===== src/rtl/mem_dump_ctrl.sv =====
// rtl/mem_dump_ctrl.sv - halt-triggered data-memory dump controller
// Stalls the CPU on a halt instruction, drains the pipeline, then streams every word out.
module mem_dump_ctrl #(
  parameter int DEPTH = 512,
  parameter int AW    = 9,
  parameter int DRAIN = 4
) (
  input  logic          CLOCK,
  input  logic          RESET,
  input  logic [31:0]   Inst_D,
  output logic          CPU_Stall,
  output logic [AW-1:0] MemRdAddr,
  input  logic [31:0]   MemRdData,
  output logic          DumpValid,
  input  logic          DumpReady,
  output logic [31:0]   DumpData,
  output logic [AW-1:0] DumpAddr,
  output logic          DumpDone
);

  localparam logic [2:0] S_IDLE  = 3'd0;
  localparam logic [2:0] S_DRAIN = 3'd1;
  localparam logic [2:0] S_READ  = 3'd2;
  localparam logic [2:0] S_LATCH = 3'd3;
  localparam logic [2:0] S_OUT   = 3'd4;
  localparam logic [2:0] S_DONE  = 3'd5;

  localparam int DW = (DRAIN > 1) ? $clog2(DRAIN) : 1;

  localparam logic [31:0]   HALT_INST = 32'hFFFF_FFFF;
  localparam logic [DW-1:0] DRAIN_TOP = DW'(DRAIN - 1);
  localparam logic [AW-1:0] LAST_ADDR = AW'(DEPTH - 1);

  logic [2:0]    state_q, state_d;
  logic [DW-1:0] drain_q, drain_d;
  logic [AW-1:0] addr_q,  addr_d;
  logic [31:0]   data_q,  data_d;
  logic [AW-1:0] daddr_q, daddr_d;

  always_ff @(posedge CLOCK) begin
    if (RESET) begin
      state_q <= S_IDLE;
      drain_q <= '0;
      addr_q  <= '0;
      data_q  <= '0;
      daddr_q <= '0;
    end else begin
      state_q <= state_d;
      drain_q <= drain_d;
      addr_q  <= addr_d;
      data_q  <= data_d;
      daddr_q <= daddr_d;
    end
  end

  always_comb begin
    state_d = state_q;
    drain_d = drain_q;
    addr_d  = addr_q;
    data_d  = data_q;
    daddr_d = daddr_q;
    case (state_q)
      S_IDLE: begin
        if (Inst_D == HALT_INST) begin
          state_d = S_DRAIN;
          drain_d = DRAIN_TOP;
        end
      end
      S_DRAIN: begin
        // Counter starts at DRAIN-1, so exactly DRAIN cycles are spent here.
        if (drain_q == '0) begin
          state_d = S_READ;
          addr_d  = '0;
        end else begin
          drain_d = drain_q - 1'b1;
        end
      end
      S_READ: begin
        state_d = S_LATCH;
      end
      S_LATCH: begin
        // Read data returns one cycle after the address was presented in READ.
        data_d  = MemRdData;
        daddr_d = addr_q;
        state_d = S_OUT;
      end
      S_OUT: begin
        if (DumpReady) begin
          if (addr_q == LAST_ADDR) begin
            state_d = S_DONE;
          end else begin
            addr_d  = addr_q + 1'b1;
            state_d = S_READ;
          end
        end
      end
      S_DONE: begin
        state_d = S_DONE;
      end
      default: begin
        state_d = S_IDLE;
      end
    endcase
  end

  assign CPU_Stall = (state_q != S_IDLE);
  assign MemRdAddr = addr_q;
  assign DumpValid = (state_q == S_OUT);
  assign DumpDone  = (state_q == S_DONE);
  assign DumpData  = data_q;
  assign DumpAddr  = daddr_q;

endmodule

===== config.mk =====
export PLATFORM = sky130hd
export DESIGN_NAME = mem_dump_ctrl
export DESIGN_NICKNAME = d
export VERILOG_FILES = /design/src/rtl/mem_dump_ctrl.sv
export SDC_FILE = /design/constraint.sdc
export NUM_CORES = 1
export LEC_CHECK = 0
export ABC_CLOCK_PERIOD_IN_PS = 3700
export CAP_MARGIN = 20
export CORE_UTILIZATION = 30
export DETAILED_ROUTE_END_ITERATION = 6
export SETUP_SLACK_MARGIN = 0.1
export SLEW_MARGIN = 0
export SYNTH_ARGS = -nofsm -noshare
export SYNTH_HDL_FRONTEND = slang
export SYNTH_SLANG_ARGS = --single-unit

===== constraint.sdc =====
create_clock -name CLOCK -period 3.7 [get_ports CLOCK]
set_input_delay 0.37 -clock CLOCK [delete_from_list [all_inputs] [get_ports CLOCK]]
set_output_delay 0.37 -clock CLOCK [all_outputs]
set_load 0.005 [all_outputs]

## After elaboration in Yosys (flattened, before gate mapping)

Cells that the tools add are included.

| storage, ports and cells | value |
|---|---|
| flip-flop bits (word level) | 55 |
| bits in latches | 0 |
| bits in writable memories | 0 |
| memory bits (read-only) | 0 |
| bits of input ports | 67 |
| output and inout port bits | 53 |
| word-level logic and storage cells | 39 |
| memories | 0 |

| cells by class | value |
|---|---|
| add/sub/neg operators | 2 |
| $mul | 0 |
| div/mod/pow operators | 0 |
| order comparisons | 0 |
| equality and inequality tests | 12 |
| shift operators | 0 |
| multiplexer cells | 12 |
| bitwise gates (word level) | 0 |
| reduce and logical (&&, ||, !) cells | 8 |

Operator list:

| kind | count |
|---|---|
| $eq A32 B32 Y1 const B | 1 |
| $mux W9 | 3 |
| $pmux W3 S6 | 1 |
| $pmux W9 S2 | 1 |
| $mux W3 | 4 |
| $add A9 B1 Y9 const B | 1 |
| $eq A9 B9 Y1 const B | 1 |
| $ne A2 B2 Y1 const B | 4 |
| $eq A3 B2 Y1 const B | 2 |
| $eq A3 B3 Y1 const B | 2 |
| $reduce_and A3 Y1 | 2 |
| $mux W2 | 2 |
| $pmux W2 S2 | 1 |
| $reduce_and A4 Y1 | 1 |
| $reduce_bool A2 Y1 | 2 |
| $eq A3 B1 Y1 const B | 1 |
| $logic_not A3 Y1 | 1 |
| $reduce_bool A3 Y1 | 1 |
| $logic_not A2 Y1 | 1 |
| $ne A2 B1 Y1 const B | 1 |
| $sub A2 B1 Y2 const B | 1 |

## Longest topological paths before layout

Gate-level depths: netlist of the first run.

| logic depth | value |
|---|---|
| depth after elaboration | 4 |
| depth in mapped cells | 8 |
| depth with buffers taken out | 8 |

## Worst setup path before layout of the first run

No wires, ideal clock.

| timing path | value |
|---|---|
| kind | reg-to-reg |
| start | register addr_q[0], in the netlist MemRdAddr[0] |
| end | register addr_q[7], in the netlist MemRdAddr[7] |
| setup time | 126 ps |
| arrival time | 1708 ps |
| data required time | 3574 ps |
| slack | 1866 ps |
| stages on the path, launching flop included | 9 |
| buffers on the path | 0 |
| period minus slack after synthesis | 1834 ps |
| cells stage by stage | dfxtp_1 ha_1 nand3_1 nor2_1 ha_1 nand4bb_4 a2111oi_4 xnor2_1 nor2_1 |

| on the way | value |
|---|---|
| word-level cells in the longest chain between the ends | 4 |
| elaborated cells between the ends (all ways) | 7 |
| classes of those cells | 1 x add/sub; 2 x eq/ne; 3 x mux; 1 x reduce/logical |

RTL lines:

| element | RTL line | text |
|---|---|---|
| start: declaration | 36 | `logic [AW-1:0] addr_q, addr_d;` |
| start signal: assignment | 50 | `addr_q <= addr_d;` |
| $add A9 B1 Y9 | 92 | `addr_d = addr_q + 1'b1;` |
| $mux W9 | 89 | `if (addr_q == LAST_ADDR) begin` |
| $mux W9 | 88 | `if (DumpReady) begin` |
| $pmux W9 S2 | 62 | `case (state_q)` |

Parallel ways exist; a longest one is shown, timed or not. The select of a mux whose other input is x is not followed.
A chain may end at the register's enable or synchronous reset.

## Worst setup path in the final report of the first run

| timing path | value |
|---|---|
| start | register state_q[2] |
| end | output port DumpValid |

| on the way | value |
|---|---|
| word-level cells in the longest chain between the ends | 1 |

RTL lines:

| element | RTL line | text |
|---|---|---|
| start: declaration | 34 | `logic [2:0] state_q, state_d;` |
| start signal: assignment | 48 | `state_q <= state_d;` |
| $eq A3 B3 Y1 | 108 | `assign DumpValid = (state_q == S_OUT);` |
| end: declaration | 14 | `output logic DumpValid,` |

No other way between the ends.

==> impl_table.tex, run 1 <==
\begin{tabular}{lr}
\hline
Metric & Value \\
\hline
\multicolumn{2}{l}{\textbf{Power and ir drop}} \\
\quad Power per cell area & 280.4 nW/um2 \\
\quad Maximum VDD drop & 0.1394 mV \\
\quad NetSw & 0.2243 mW \\
\quad Portion of total power attributed to sequential cells & around three fifths \\
\quad Switching Fraction & 22.09\% \\
\quad Total power consumption of the routed design & 1.015 mW \\
\quad Part of the total power dissipated in the clock network & 33.5\% \\
\quad Leakage power total & 1.140 nW \\
\quad Proportion of power drawn by combinational gates & under 10\% \\
\quad Cell-internal power & roughly 0.8 mW \\
\multicolumn{2}{l}{\textbf{Layout}} \\
\quad Fraction of final layout cells sized beyond drive strength 1 & 4.348\% \\
\quad Antenna fix cells & 0 \\
\quad Area delta synth->final & 57.97\% \\
\quad Share of the core filled with cells & 49.39\% \\
\quad Nets@finish & 460 \\
\quad Most frequent cells in the layout & sky130\_fd\_sc\_hd\_\_clkdlybuf4s50\_1 (118), sky130\_fd\_sc\_hd\_\_nand2\_1 (87), sky130\_fd\_sc\_hd\_\_dfxtp\_1 (55) \\
\quad Post-route cell area & $\sim$3600 um2 \\
\quad Fillers & between 700 and 800 \\
\quad Most common cell after layout, fill and taps aside & sky130\_fd\_sc\_hd\_\_clkdlybuf4s50\_1 \\
\quad Number of non-filler instances in the completed layout & 490 \\
\multicolumn{2}{l}{\textbf{Synthesis}} \\
\quad Gate Count Post-Synth & about 280 \\
\quad Count of cell types in the netlist & 30 \\
\quad Yosys warning total & 0 \\
\quad Syn Std Cell Area & 2292 um2 \\
\quad Number of synthesized register bits & 55 \\
\quad Proportion of synthesized chip area in sequential cells & 48.03\% \\
\quad Post-synthesis average cell area & 8.128 um2 \\
\quad Post-Syn Nets & 352 \\
\multicolumn{2}{l}{\textbf{Worst setup path}} \\
\quad CP Max Fanout & 12 \\
\quad RR Startpoint & state\_q[1] \\
\quad Launching element type of the critical path & flip-flop \\
\quad Required time at the endpoint of the critical path & between 3 and 4 ns \\
\quad Category of the critical setup timing path & reg -> out \\
\quad Endpoint of the worst-slack reg-to-reg timing path & DumpAddr[4] \\
\quad Worst R2R Setup Slack & 1.65 ns \\
\quad Nature of the critical path endpoint & output pin \\
\quad Length in cells of the worst reg-to-reg path & 4 \\
\quad Arrival time of data at the critical path endpoint & 1.90 ns \\
\multicolumn{2}{l}{\textbf{Floorplanning}} \\
\quad Area of the core & 7331 um2 \\
\quad Std cell rows & 31 \\
\quad Initial core utilization & 31.27\% \\
\quad Die extent in x & 89.41 um \\
\quad Die Ht & 89.41 um \\
\quad Area enclosed by the die boundary & 7994 um2 \\
\quad Number of top-level pins & 120 \\
\multicolumn{2}{l}{\textbf{Placement}} \\
\quad Placed cells & 482 \\
\quad Port buffer count & 119 \\
\quad Placed wire-length estimate & 4133 um \\
\quad Global placer's final weighted congestion & 0.7182 \\
\quad Placed cell area & between 3000 and 4000 um2 \\
\multicolumn{2}{l}{\textbf{Detailed routing}} \\
\quad Pre-Repair DR Iteration Count & 4 \\
\quad DRC violation count after routing & 0 \\
\quad Total number of vias & 2258 \\
\quad DR WL/cell & 12.15 um \\
\quad Sum of routed wire length over all layers & 5955 um \\
\quad Residual antenna-violating net count after detailed routing & 0 \\
\quad Average vias per placed instance & 4.608 \\
\quad DR iter-0 viols & 43 \\
\multicolumn{2}{l}{\textbf{Clock network}} \\
\quad Number of buffers inserted during clock tree synthesis & 5 \\
\quad Clock latency of the later-clocked register in the worst-skew pair & 0.30 ns \\
\quad Total clock sinks & 55 \\
\quad Clock transition at the registers of the reported paths & 0.10 ns \\
\quad Postcts setup bufs & 0 \\
\quad Library cell used as clock root buffer & sky130\_fd\_sc\_hd\_\_clkbuf\_8 \\
\quad Post-CTS Resized & 0 \\
\quad TritonCTS clock tree & built \\
\quad \# H-tree levels & 2 \\
\quad Number of hold buffers added after cts & 0 \\
\quad Clock buffer depth & 2 \\
\multicolumn{2}{l}{\textbf{Timing}} \\
\quad Final number of hold-violating endpoints & 0 \\
\quad Highest clock rate & between 0.4 and 0.5 GHz \\
\quad Transition time of the tightest slew-check pin & 0.9621 ns \\
\quad Final number of max-transition violations & 0 \\
\quad Share of the clock period used by the worst path after layout & 61.47\% \\
\quad Max-slew headroom at the worst pin & 35.71\% \\
\quad Worst clock skew on the final layout & 0.005606 ns \\
\quad Fin Setup TNS & 0 ns \\
\quad \# setup viols final & 0 \\
\quad Setup repair after global routing missed its margin & no \\
\quad Clock period minus worst slack & $\sim$2.3 ns \\
\multicolumn{2}{l}{\textbf{Global routing}} \\
\quad Vias in the first global route & 2178 \\
\quad Wire length of the first global-routing pass & slightly below 10000 um \\
\quad Pin count of the biggest net entering global routing & between 40 and 50 \\
\quad Combined global-route utilization of all metal layers & 15.43\% \\
\quad Total overflow reported by the global router & 0 \\
\quad Initial antenna violation count & 0 \\
\multicolumn{2}{l}{\textbf{Min path}} \\
\quad Number of cells traversed by the worst hold path & 2 \\
\quad Class of the tightest hold or removal check & reg -> reg \\
\quad WHS Endpoint & DumpData[19] \\
\quad Origin of the worst min-delay path & DumpData[19] \\
\multicolumn{2}{l}{\textbf{Job}} \\
\quad Number of max-cap violations & 0 \\
\multicolumn{2}{l}{\textbf{Run status}} \\
\quad Run status & completed \\
\hline
\end{tabular}
state kept, by name, indices dropped and copies added (netlist names):
register   count
DumpData      32
state_q        3
MemRdAddr      9
drain_q        2
DumpAddr       9
worst max-delay path: stages, from the launching register on:
cell and delay (ns):
sky130_fd_sc_hd__dfxtp_1 0.62, sky130_fd_sc_hd__nor2b_1 0.30, sky130_fd_sc_hd__nor2b_1 0.16, sky130_fd_sc_hd__clkdlybuf4s50_1 0.52
through the flow:
step / setup slack, ns / hold slack (ns)
6_report: 1.426 / 0.4575
5_1_grt: 1.295 / 0.4775
2_1_floorplan: 1.866 / 0.4527
3_3_place_gp: 1.712 / 0.4411
3_5_place_dp: 1.643 / 0.4473
4_1_cts: 1.395 / 0.4631
Yosys cell counts, drive strengths merged:
cell,count,area [um2]
a31oi,2,12.51
nor2,17,63.81
nand3,4,20.02
ha,3,37.54
xnor2,7,61.31
nor2b,3,18.77
buf,6,36.28
nand2b,2,12.51
nand3b,3,35.03
clkbuf,12,45.04
a2111oi,2,55.05
nand4,9,56.30
dfxtp,55,1101
a21boi,1,7.510
nor3,1,5.000
and2,1,6.260
a21oi,48,244.0
nand4bb,1,27.53
a211oi,5,37.54
nor4,2,12.51
nand2,87,326.6
nor4b,1,8.760
inv,3,11.26
o21ai,3,15.01
a31o,1,8.760
or2,1,6.260
mux2i,2,20.02
worst max-delay path by stage:
stage	start	endpoint	slack, ns	depth (start not counted)
CTS	state_q[2]	DumpValid	1.39	3
finish	state_q[2]	DumpValid	1.43	3
floorplan	MemRdAddr[0]	MemRdAddr[7]	1.87	8
global placement	state_q[1]	DumpData[7]	1.71	4
global route	state_q[2]	DumpValid	1.29	3
detailed placement	state_q[1]	DumpData[7]	1.64	4
power groups by stage:
stage               logic [mW]  clock network [mW]  registers (mW)
CTS                     0.0844               0.366           0.592
finish                  0.0835               0.340           0.592
floorplan               0.0115                   0           0.605
detailed placement      0.0839                   0           0.605
global placement        0.0850                   0           0.605
global route            0.0895               0.377           0.592
layout make-up:
class / instances / area [um2] / area share [%]
sequential: 55 / 1101 / 30.41
timing repair buffer: 119 / 1186 / 32.76
inverter: 3 / 11.26 / 0.3110
tap: 99 / 123.9 / 3.421
multi-input combinational: 206 / 1106 / 30.55
clock inverter: 3 / 23.77 / 0.6565
clock buffer: 5 / 68.82 / 1.900
per-layer routing:
layer	GRT usage, %	routed length (um)	vias up
li1	-	-	1159
met1	18.82	2690	1021
met2	26.79	2781	73
met3	4.801	459	5
met4	3.175	24	0
met5	0	0	-
cells by family (layout without fill, tap and decap cells):
group	after synthesis	after routing	share of synthesized area [%]
and+or+nand+nor	132	132	26.15
buffers and inverters	21	130	4.039
xor gates and xnor gates	7	7	2.675
adders and majority gates	3	3	1.638
DFF	55	55	48.04
muxes	2	2	0.8734
AOI/OAI and AO/OA	62	62	16.59
Note: power is estimated with default switching activity, not from simulation.
==> inputs of run 2 (changes only) <==
--- a/config.mk
+++ b/config.mk
@@ -5,7 +5,7 @@
 export SDC_FILE = /design/constraint.sdc
 export NUM_CORES = 1
 export LEC_CHECK = 0
-export ABC_CLOCK_PERIOD_IN_PS = 3700
+export ABC_CLOCK_PERIOD_IN_PS = 2300
 export CAP_MARGIN = 20
 export CORE_UTILIZATION = 30
 export DETAILED_ROUTE_END_ITERATION = 6
==> constraint.sdc (replaced) <==
create_clock -name CLOCK -period 2.3 [get_ports CLOCK]
set_input_delay 0.23 -clock CLOCK [delete_from_list [all_inputs] [get_ports CLOCK]]
set_output_delay 0.23 -clock CLOCK [all_outputs]
set_load 0.005 [all_outputs]
==> impl_table.tex, run 2 (synthesized netlist as in run 1, its figures left out) <==
\begin{tabular}{lr}
\hline
Metric & Value \\
\hline
\multicolumn{2}{l}{\textbf{Timing}} \\
\quad Share of the clock period used by the worst path after layout & 85.49\% \\
\quad Highest clock rate & 0.5086 GHz \\
\quad Clock period minus worst slack & 1.966 ns \\
\quad Worst clock skew on the final layout & 0.01042 ns (was 0.005606 ns) \\
\quad Max-slew headroom at the worst pin & 46.10\% (was 35.71\%) \\
\quad \# setup viols final & 0 (unchanged) \\
\quad Final number of max-transition violations & 0 (unchanged) \\
\quad Final number of hold-violating endpoints & 0 (unchanged) \\
\quad Setup repair after global routing missed its margin & no (unchanged) \\
\quad Fin Setup TNS & 0 ns (unchanged) \\
\quad Transition time of the tightest slew-check pin & 0.8085 ns (was 0.9621 ns) \\
\multicolumn{2}{l}{\textbf{Worst setup path}} \\
\quad RR Startpoint & MemRdAddr[0] (was state\_q[1]) \\
\quad Nature of the critical path endpoint & output pin (unchanged) \\
\quad Worst R2R Setup Slack & 0.35 ns (was 1.65 ns) \\
\quad Arrival time of data at the critical path endpoint & 1.74 ns (was 1.90 ns) \\
\quad Slowest-stage cell, CP & sky130\_fd\_sc\_hd\_\_clkdlybuf4s50\_1 (was sky130\_fd\_sc\_hd\_\_dfxtp\_1) \\
\quad Launching element type of the critical path & flip-flop (unchanged) \\
\quad Cell Chain, Critical Path & nor2b\_1 > nor2b\_1 > clkdlybuf4s50\_1 (unchanged) \\
\quad Library cell appearing most often on the critical path & sky130\_fd\_sc\_hd\_\_nor2b\_1 (unchanged) \\
\quad Required time at the endpoint of the critical path & 2.07 ns (was 3.33 ns) \\
\quad Length in cells of the worst reg-to-reg path & 8 (was 4) \\
\quad Delay of the slowest critical-path stage & 0.51 ns (was 0.62 ns) \\
\quad Endpoint of the worst-slack reg-to-reg timing path & MemRdAddr[1] (was DumpAddr[4]) \\
\quad CP Max Fanout & 12 (unchanged) \\
\quad Category of the critical setup timing path & reg -> out (unchanged) \\
\multicolumn{2}{l}{\textbf{Floorplanning}} \\
\quad Area enclosed by the die boundary & 7994 um2 (unchanged) \\
\quad Initial core utilization & 31.27\% (unchanged) \\
\quad Area of the core & 7331 um2 (unchanged) \\
\quad Std cell rows & 31 (unchanged) \\
\quad Die Ht & 89.41 um (unchanged) \\
\quad Die extent in x & 89.41 um (unchanged) \\
\quad Number of top-level pins & 120 (unchanged) \\
\multicolumn{2}{l}{\textbf{Layout}} \\
\quad Number of flip-flops in the largest register & 32 (unchanged) \\
\quad Fraction of final layout cells sized beyond drive strength 1 & 5.570\% (was 4.348\%) \\
\quad Antenna fix cells & 0 (unchanged) \\
\quad Most frequent cells in the layout & sky130\_fd\_sc\_hd\_\_clkdlybuf4s50\_1 (118), sky130\_fd\_sc\_hd\_\_nand2\_1 (87), sky130\_fd\_sc\_hd\_\_dfxtp\_1 (54) (was sky130\_fd\_sc\_hd\_\_clkdlybuf4s50\_1 (118), sky130\_fd\_sc\_hd\_\_nand2\_1 (87), sky130\_fd\_sc\_hd\_\_dfxtp\_1 (55)) \\
\quad Most common cell after layout, fill and taps aside & sky130\_fd\_sc\_hd\_\_clkdlybuf4s50\_1 (unchanged) \\
\quad Fillers & 723 (was 702) \\
\quad Area delta synth->final & 60.37\% (was 57.97\%) \\
\quad Post-route cell area & 3676 um2 (was 3621 um2) \\
\quad Nets@finish & 464 (was 460) \\
\multicolumn{2}{l}{\textbf{Placement}} \\
\quad Port buffer count & 119 (unchanged) \\
\quad Placed wire-length estimate & 4446 um (was 4133 um) \\
\quad Placed cell area & 3571 um2 (was 3528 um2) \\
\quad Global placer's final weighted congestion & 0.7458 (was 0.7182) \\
\multicolumn{2}{l}{\textbf{Detailed routing}} \\
\quad Pre-Repair DR Iteration Count & 4 (unchanged) \\
\quad Total number of vias & 2272 (was 2258) \\
\quad DR iter-0 viols & 82 (was 43) \\
\quad Residual antenna-violating net count after detailed routing & 0 (unchanged) \\
\quad DRC violation count after routing & 0 (unchanged) \\
\quad Sum of routed wire length over all layers & 6301 um (was 5955 um) \\
\quad Average vias per placed instance & 4.599 (was 4.608) \\
\quad DR WL/cell & 12.76 um (was 12.15 um) \\
\multicolumn{2}{l}{\textbf{Clock network}} \\
\quad Clock latency of the later-clocked register in the worst-skew pair & 0.31 ns (was 0.30 ns) \\
\quad TritonCTS clock tree & built (unchanged) \\
\quad Clock buffer depth & 2 (unchanged) \\
\quad Library cell used as clock root buffer & sky130\_fd\_sc\_hd\_\_clkbuf\_8 (unchanged) \\
\quad Number of buffers inserted during clock tree synthesis & 5 (unchanged) \\
\quad Total clock sinks & 55 (unchanged) \\
\quad Clock transition at the registers of the reported paths & 0.10 ns (about the same) \\
\quad \# H-tree levels & 2 (unchanged) \\
\multicolumn{2}{l}{\textbf{Min path}} \\
\quad WHS Endpoint & DumpData[12] (was DumpData[19]) \\
\quad Origin of the worst min-delay path & RESET (was DumpData[19]) \\
\quad Class of the tightest hold or removal check & in -> reg (was reg -> reg) \\
\quad Number of cells traversed by the worst hold path & 2 (unchanged) \\
\multicolumn{2}{l}{\textbf{Power and ir drop}} \\
\quad Power per cell area & 456.0 nW/um2 (was 280.4 nW/um2) \\
\quad NetSw & 0.3487 mW (was 0.2243 mW) \\
\quad Switching Fraction & 20.80\% (was 22.09\%) \\
\quad Cell-internal power & 1.328 mW (was 0.7911 mW) \\
\quad Portion of total power attributed to sequential cells & 56.8\% (was 58.3\%) \\
\quad Proportion of power drawn by combinational gates & 8.1\% (was 8.2\%) \\
\quad Part of the total power dissipated in the clock network & 35.1\% (was 33.5\%) \\
\quad Leakage power total & 1.168 nW (was 1.140 nW) \\
\quad Maximum VDD drop & 0.2747 mV (was 0.1394 mV) \\
\multicolumn{2}{l}{\textbf{Global routing}} \\
\quad Combined global-route utilization of all metal layers & 16.74\% (was 15.43\%) \\
\quad Vias in the first global route & 2194 (was 2178) \\
\quad Total overflow reported by the global router & 0 (unchanged) \\
\quad Pin count of the biggest net entering global routing & 42 (was 48) \\
\quad Initial antenna violation count & 0 (unchanged) \\
\quad Wire length of the first global-routing pass & 10430 um (was 9770 um) \\
\multicolumn{2}{l}{\textbf{Job}} \\
\quad Number of max-cap violations & 0 (unchanged) \\
\multicolumn{2}{l}{\textbf{Run status}} \\
\quad Run status & completed (unchanged) \\
\hline
\end{tabular}
run 2: changes by cell type in the layout (fill, tap and decap cells not counted):
cell                       previous run  this run
sky130_fd_sc_hd__clkbuf_8             5         7
sky130_fd_sc_hd__dfxtp_1             55        54
sky130_fd_sc_hd__buf_4                0         3
sky130_fd_sc_hd__dfxtp_2              0         1
sky130_fd_sc_hd__clkinv_2             1         0
sky130_fd_sc_hd__buf_12               0         1
sky130_fd_sc_hd__inv_8                1         0
run 2: cell type report:
type                       count  area (um2)  share of cell area [%]
clock inverter                 1       7.507                  0.2042
timing repair buffer         123        1229                   33.42
tap                           99       123.9                   3.370
clock buffer                   7       96.34                   2.621
inverter                       3       11.26                  0.3063
sequential                    55        1102                   29.99
multi-input combinational    206        1106                   30.09
run 2: power groups by stage:
stage               logic, mW  registers [mW]  clock network [mW]
finish                  0.137           0.951               0.588
global route            0.147           0.952               0.651
CTS                     0.138           0.952               0.621
detailed placement      0.137           0.974                   0
global placement        0.137           0.974                   0
floorplan              0.0185           0.974                   0
run 2: worst max-delay path by stage:
stage / cells after the start / end / slack (ns) / startpoint
CTS: 3 / DumpValid / 0.16 / state_q[2]
detailed placement: 8 / MemRdAddr[1] / 0.36 / MemRdAddr[0]
global route: 8 / MemRdAddr[1] / 0.19 / MemRdAddr[0]
global placement: 8 / MemRdAddr[5] / 0.39 / MemRdAddr[0]
finish: 3 / DumpValid / 0.33 / state_q[2]
floorplan: 8 / MemRdAddr[7] / 0.47 / MemRdAddr[0]
run 2: repair_timing:
action                                 4_1_cts  5_1_grt
hold buffers                                 0        0
buffers inserted                             0        0
setup endpoints to repair                    0        2
endpoints found under the hold margin        0        0
gates resized for setup                      0        1
run 2: routing by layer:
| layer | global-route usage, % | vias to the layer above | wire, um |
|---|---|---|---|
| li1 | - | 1168 | - |
| met1 | 21.04 | 1034 | 2783 |
| met2 | 27.90 | 65 | 2924 |
| met3 | 5.540 | 5 | 557 |
| met4 | 3.752 | 0 | 36 |
| met5 | 0 | - | 0 |
run 2: critical path, delay by kind of cell (launching register included):
kind	cells	cell delay (ns)
flops	1	0.49
buf+inv	1	0.51
simple gates	2	0.44
run 2: per-stage QoR:
step                      worst slack [ns]  power (mW)  cells  utilization [%]  hold slack, ns
after floorplan                     0.4656      0.9921    282                -          0.3660
after global placement              0.3915       1.111    486            48.71          0.4413
after detailed placement            0.3566       1.111    486            48.71          0.4468
after CTS                           0.1634       1.710    494            50.13          0.3440
after global routing                0.1945       1.751    494            50.15          0.3821
final                               0.3338       1.676    494            50.15          0.3546
==> inputs of run 3 (changes only) <==
--- a/config.mk
+++ b/config.mk
@@ -14,3 +14,4 @@
 export SYNTH_ARGS = -nofsm -noshare
 export SYNTH_HDL_FRONTEND = slang
 export SYNTH_SLANG_ARGS = --single-unit
+export TNS_END_PERCENT = 30
==> results of run 3 <==
Final layout, timing and power as in run 2 (identical DEF).
